==> src/rtl/dice_pkg.sv <==
// Shared definitions for the dice roller and the dice game controller:
// FSM state encoding, die range, sum/die widths and the die-advance helper.
package dice_pkg;

    typedef enum logic [1:0] {
        IDLE    = 2'd0,
        ROLLING = 2'd1,
        DONE    = 2'd2
    } state_t;

    localparam int DIE_MIN = 1;
    localparam int DIE_MAX = 6;
    localparam int SUM_W   = 4;
    localparam int DIE_W   = 3;

    // Next die face in the 1..6 cycle; any illegal encoding recovers to 1.
    function automatic logic [DIE_W-1:0] die_next(input logic [DIE_W-1:0] d);
        logic [DIE_W-1:0] n;
        if ((d >= DIE_W'(DIE_MAX)) || (d < DIE_W'(DIE_MIN))) begin
            n = DIE_W'(DIE_MIN);
        end else begin
            n = d + DIE_W'(1);
        end
        return n;
    endfunction

endpackage

==> src/rtl/dice_roller_btn_debounce.sv <==
// Button conditioner used when DICE_DEBOUNCE_EN is defined: a 2-flop
// synchroniser followed by a stability counter. The output only follows
// the synchronised input after it has differed from the output for
// DEB_CYCLES consecutive cycles, so shorter glitches are ignored.
module btn_debounce #(
    parameter int DEB_CYCLES = 4
) (
    input  logic clk,
    input  logic rst,
    input  logic din,
    output logic dout
);

    localparam int CNT_W = $clog2(DEB_CYCLES + 1);

    logic             sync1_r;
    logic             sync2_r;
    logic             dout_r;
    logic [CNT_W-1:0] cnt_r;

    // Synchronise the raw button and accept a new level once it has been stable long enough.
    always_ff @(posedge clk) begin
        if (rst) begin
            sync1_r <= 1'b0;
            sync2_r <= 1'b0;
            dout_r  <= 1'b0;
            cnt_r   <= '0;
        end else begin
            sync1_r <= din;
            sync2_r <= sync1_r;
            if (sync2_r != dout_r) begin
                if (cnt_r >= CNT_W'(DEB_CYCLES - 1)) begin
                    dout_r <= sync2_r;
                    cnt_r  <= '0;
                end else begin
                    cnt_r <= cnt_r + CNT_W'(1);
                end
            end else begin
                cnt_r <= '0;
            end
        end
    end

    assign dout = dout_r;

endmodule

==> src/rtl/dice_roller.sv <==
// Dice roller: producer side of the dice game's roll handshake.
// Spins two 1..6 dice while the player holds the button (and the game
// controller permits rolling), then captures their sum with a one-cycle
// sum_vld pulse in the same cycle rb falls.
// Optional feature macro: DICE_DEBOUNCE_EN (debounced button instead of a
// single registering flop).
module dice_roller
    import dice_pkg::*;
#(
    parameter int MIN_ROLL_CYCLES = 3,
    parameter int DEB_CYCLES      = 4
) (
    input  logic             clk,
    input  logic             rst,
    input  logic             btn,
    input  logic             roll_en,
    output logic             rb,
    output logic [SUM_W-1:0] sum,
    output logic             sum_vld,
    output logic [DIE_W-1:0] die1,
    output logic [DIE_W-1:0] die2
);

    localparam int SPIN_W = $clog2(MIN_ROLL_CYCLES + 1);

    state_t            state_r;
    state_t            state_nxt_s;
    logic [DIE_W-1:0]  die1_r;
    logic [DIE_W-1:0]  die2_r;
    logic [SUM_W-1:0]  sum_r;
    logic              rb_r;
    logic              sum_vld_r;
    logic [SPIN_W-1:0] spin_cnt_r;
    logic              btn_q_s;
    logic              btn_q_d1_r;
    logic              seen_r;
    logic              armed_r;
    logic              btn_rise_s;
    logic              start_s;
    logic              adv_s;
    logic              cap_s;

`ifdef DICE_DEBOUNCE_EN
    btn_debounce #(
        .DEB_CYCLES(DEB_CYCLES)
    ) u_btn_debounce (
        .clk (clk),
        .rst (rst),
        .din (btn),
        .dout(btn_q_s)
    );
`else
    logic btn_q_r;

    // Single registering flop on the raw button.
    always_ff @(posedge clk) begin
        if (rst) begin
            btn_q_r <= 1'b0;
        end else begin
            btn_q_r <= btn;
        end
    end

    assign btn_q_s = btn_q_r;
`endif

    assign btn_rise_s = btn_q_s & ~btn_q_d1_r;

    // Edge detection plus arming: a roll needs a press that follows an observed release,
    // so a button held through reset or since the last roll never starts one.
    always_ff @(posedge clk) begin
        if (rst) begin
            btn_q_d1_r <= 1'b0;
            seen_r     <= 1'b0;
            armed_r    <= 1'b0;
        end else begin
            btn_q_d1_r <= btn_q_s;
            seen_r     <= 1'b1;
            if (start_s) begin
                armed_r <= 1'b0;
            end else if (seen_r && !btn_q_s) begin
                armed_r <= 1'b1;
            end else begin
                armed_r <= armed_r;
            end
        end
    end

    // Next-state decode; abort (roll_en low) outranks capture.
    always_comb begin
        state_nxt_s = state_r;
        start_s     = 1'b0;
        adv_s       = 1'b0;
        cap_s       = 1'b0;
        case (state_r)
            IDLE: begin
                if (btn_rise_s && roll_en && armed_r) begin
                    state_nxt_s = ROLLING;
                    start_s     = 1'b1;
                end else begin
                    state_nxt_s = IDLE;
                end
            end
            ROLLING: begin
                if (!roll_en) begin
                    state_nxt_s = IDLE;
                end else if (!btn_q_s && (spin_cnt_r >= SPIN_W'(MIN_ROLL_CYCLES))) begin
                    state_nxt_s = DONE;
                    cap_s       = 1'b1;
                end else begin
                    state_nxt_s = ROLLING;
                    adv_s       = 1'b1;
                end
            end
            DONE: begin
                state_nxt_s = IDLE;
            end
            default: begin
                state_nxt_s = IDLE;
            end
        endcase
    end

    // State register and registered handshake outputs (rb tracks ROLLING, sum_vld marks DONE).
    always_ff @(posedge clk) begin
        if (rst) begin
            state_r   <= IDLE;
            rb_r      <= 1'b0;
            sum_vld_r <= 1'b0;
        end else begin
            state_r   <= state_nxt_s;
            rb_r      <= (state_nxt_s == ROLLING);
            sum_vld_r <= cap_s;
        end
    end

    // Die counters: die1 steps each advancing cycle, die2 steps when die1 wraps 6->1.
    always_ff @(posedge clk) begin
        if (rst) begin
            die1_r <= DIE_W'(DIE_MIN);
            die2_r <= DIE_W'(DIE_MIN);
        end else if (adv_s) begin
            die1_r <= die_next(die1_r);
            if (die1_r == DIE_W'(DIE_MAX)) begin
                die2_r <= die_next(die2_r);
            end
        end
    end

    // Spin counter: cleared at roll start, saturates at the minimum roll length.
    always_ff @(posedge clk) begin
        if (rst) begin
            spin_cnt_r <= '0;
        end else if (start_s) begin
            spin_cnt_r <= '0;
        end else if (adv_s && (spin_cnt_r < SPIN_W'(MIN_ROLL_CYCLES))) begin
            spin_cnt_r <= spin_cnt_r + SPIN_W'(1);
        end
    end

    // Sum register: loaded only on the capture cycle, held otherwise.
    always_ff @(posedge clk) begin
        if (rst) begin
            sum_r <= '0;
        end else if (cap_s) begin
            sum_r <= SUM_W'(die1_r) + SUM_W'(die2_r);
        end
    end

    assign rb      = rb_r;
    assign sum     = sum_r;
    assign sum_vld = sum_vld_r;
    assign die1    = die1_r;
    assign die2    = die2_r;

endmodule

==> config.mk <==
export PLATFORM = sky130hd
export DESIGN_NAME = dice_roller
export DESIGN_NICKNAME = d
export VERILOG_FILES = /design/src/rtl/dice_pkg.sv /design/src/rtl/dice_roller_btn_debounce.sv /design/src/rtl/dice_roller.sv
export SDC_FILE = /design/constraint.sdc
export NUM_CORES = 1
export LEC_CHECK = 0
export BUFFER_PORTS_ARGS = -buffer_cell sky130_fd_sc_hd__buf_2
export CORE_UTILIZATION = 35
export CTS_BUF_LIST = sky130_fd_sc_hd__clkbuf_2 sky130_fd_sc_hd__clkbuf_4 sky130_fd_sc_hd__clkbuf_8
export DETAILED_ROUTE_END_ITERATION = 8
export HOLD_SLACK_MARGIN = 0.08
export PLACE_DENSITY = 0.54
export SETUP_SLACK_MARGIN = 0.4
export SLEW_MARGIN = 20
export SYNTH_ARGS = -nofsm -noshare
export SYNTH_HDL_FRONTEND = slang
export SYNTH_HIERARCHICAL = 1
export SYNTH_SLANG_ARGS = --single-unit
==> constraint.sdc <==
create_clock -name clk -period 1.4 [get_ports clk]
set_input_delay 0.14 -clock clk [delete_from_list [all_inputs] [get_ports clk]]
set_output_delay 0.14 -clock clk [all_outputs]
set_load 0.005 [all_outputs]
==> impl_metrics.tcl <==
set metrics [dict create \
    tightest_slew_ns 0.3161 \
    routabilityCongestion 0.7429 \
    syn-num-nets 111 \
    io_pins 16 \
    r2r_start "spin_cnt_r[0]" \
    total_power_mw 0.8827 \
    initialDrtViolationCount 9 \
    grt_max_degree 16 \
    end_kind "flip-flop" \
    syn-cell-area_sq_um 938.4 \
    final_util 0.5616 \
    grtUsageTotal 0.1606 \
    drv_cap 0 \
    die_w_um 53.78 \
    final_max_slew_viol_count 0 \
    antenna_found_initial 0 \
    finClkSkew_ns 0.004885 \
    cts_max_level 1 \
    min_from "roll_en" \
    dr.pass1.iters 4 \
    r2r_slack_ns 0.08 \
    drive_above_1_share 0.5515 \
    syn_inst 98 \
    finalHoldViolCount 0 \
    cts.clk_slew.worst_paths_ns 0.10 \
    fmax_ghz 0.7574 \
    period_share 0.9430 \
    synth_cell_types 28 \
    dr_total_vias 810 \
    cp_max_fo 3 \
    cts-root-buf "clkbuf_4" \
    numCtsBuffers 3 \
    synthToLayoutAreaGrowth_pct 49.60 \
    critPathLaunch "spin_cnt_r[0]" \
    synth.largest_area_cell "dfxtp_1" \
    cts_sinks 20 \
    grt_pass1_wl_um 3222 \
    worstRegToRegCells 5 \
    ys_seq_elements 20 \
    hold_depth 3 \
    drt-vias-per-instance 4.880 \
    io_buffers 15 \
    die_y_um 53.78 \
    fin_cells 166 \
    r2r_end "die1[1]" \
    maxSlewHeadroom 0.7892 \
    period_minus_slack_ns 1.320 \
    critical_path_arrival_ns 1.51 \
    path_class "flip-flop to flip-flop" \
    clock_latency_ns 0.29 \
    p_leak_nw 0.6312 \
    dpl.cell_count 142 \
    hp-class "primary input to flip-flop" \
    die-area_sq_um 2892 \
    cts_max_path_buffers 2 \
    ys.warnings.count 6 \
    grt_pass1_vias 731 \
    crit_chain "ha_4 -> and2b_4 -> nor2_4 -> o21ai_1 -> a221oi_1" \
    setup-tns-final_ns 0 \
    yosysSeqAreaShare 0.4267 \
    cts_tree "yes" \
    cp-start-kind "flip-flop" \
    antenna_left 0 \
    design.core.area_sq_um 2500 \
    initial_utilization 0.3754 \
    wl_um 2094 \
    p_per_area_nw_per_um2 628.8 \
    drt-wirelength-per-cell_um 12.61 \
    synth_top_area_share 0.4267 \
    ir_drop_mv 0.5401 \
    outcome "complete, no violations" \
    row_count 18 \
    overflow 0 \
    avgSynthCellArea_sq_um 9.576 \
    rsz0062_at_grt "true" \
    yosys-top-cells-area "dfxtp_1, ha_1, a21oi_1" \
    cp_slowest_cell "dfxtp_2" \
    n_antenna_cell 0 \
    critPathMaxStageDelay_ns 0.35 \
    dpl.hpwl_um 1309 \
    nNetsFinal 151 \
    cp.required_ns 1.59 \
    finalSetupViolCount 0 \
    hold-path-endpoint "state_r[1]" \
    drcViolationCount 0 \
]
-- registers in the layout (all words and copies together), names as in the netlist --
register,cells
die2,3
spin_cnt_r,2
rb,1
sum,4
seen_r,1
sum_vld,1
state_r,2
btn_q_d1_r,1
btn_q_r,1
armed_r,1
die1,3
-- Yosys cell counts, drive strengths merged --
cell / number
nand2b: 3
or3: 1
inv: 7
a21oi: 8
ha: 8
a221oi: 1
nor4b: 1
nand2: 4
o21ai: 6
o21a: 1
nor3: 8
mux2i: 2
xnor2: 2
and3: 2
and2b: 1
nand3b: 1
nor2: 12
clkbuf: 1
fa: 1
nand3: 1
a211oi: 3
dfxtp: 20
a21o: 1
nand4b: 1
nor2b: 2
-- cell usage in the layout (no fill, tap or decap), drive strengths merged, types with 2 or more instances in the layout --
cell type,n
a211oi,3
a21oi,8
and3,2
buf,35
clkbuf,3
dfxtp,20
ha,8
inv,7
mux2i,2
nand2,4
nand2b,3
nor2,12
nor2b,2
nor3,8
o21ai,6
xnor2,2
-- worst max-delay path: cells and delay by family, from the launching register on --
| family | cells | cell delay (ns) |
|---|---|---|
| AO/OA/AOI/OAI | 2 | 0.36 |
| flip-flops | 1 | 0.35 |
| adder cells (fa/ha/maj) | 1 | 0.17 |
| AND/OR/NAND/NOR | 2 | 0.33 |
-- stage by stage --
step                      setup slack (ns)  instance area (sq um)  hold WS, ns
final                              0.07977                   1404       0.2040
after global placement             0.08922                   1122       0.3523
after global routing               0.02428                   1404       0.1968
after floorplan                     0.1382                   1013       0.2089
after CTS                          0.09606                   1325       0.1898
after detailed placement           0.07993                   1122       0.3678
-- cells by family (layout without fill, tap and decap cells) --
kind of cell             count (synthesis)  count (layout)  synth area share
AND/OR/NAND/NOR                         37              37            0.2440
multiplexers                             2               2           0.02133
adder cells (fa/ha/maj)                  9               9            0.1280
XOR/XNOR                                 2               2           0.01867
AO/OA/AOI/OAI                           20              20            0.1293
buffers and inverters                    8              46           0.03200
flip-flops                              20              20            0.4267
-- how the worst max path moves through the flow --
stage	end	slack, ns	cells past startpoint
4_1_cts	sum[2]	0.1	6
6_report	die1[1]	0.08	5
3_3_place_gp	die1[1]	0.09	5
5_1_grt	sum[2]	0.02	6
2_1_floorplan	sum[2]	0.14	6
3_5_place_dp	sum[2]	0.08	6
-- metal layers --
metal	vias up	wire length [um]	track usage
met5	-	0	0
met4	0	16	0.03947
met3	2	79	0.05932
met2	18	1043	0.2593
met1	374	954	0.2003
li1	416	-	-
-- layout make-up --
cell class                 count  area, sq um
multi-input combinational     70        638.1
sequential                    20        429.2
tap                           30        37.54
inverter                       7        26.28
fill                         212         1096
clock buffer                   3        22.52
timing repair buffer          36        250.2
-- timing repair --
item | 4_1_cts | 5_1_grt
setup endpoints to repair | 17 | 22
pin swaps | 13 | 6
endpoints found under the hold margin | 1 | 0
hold buffers | 1 | 0
resized for setup | 16 | 15
setup buffers | 17 | 3
-- power breakdown --
| part | total [mW] | leakage [nW] | internal (mW) | switching [mW] |
|---|---|---|---|---|
| Combinational | 0.0506 | 0.450 | 0.0252 | 0.0254 |
| Sequential | 0.573 | 0.168 | 0.566 | 0.00633 |
| Clock | 0.259 | 0.0138 | 0.100 | 0.159 |
| Total | 0.883 | 0.631 | 0.692 | 0.191 |
Note: power is estimated with default switching activity, not from simulation.
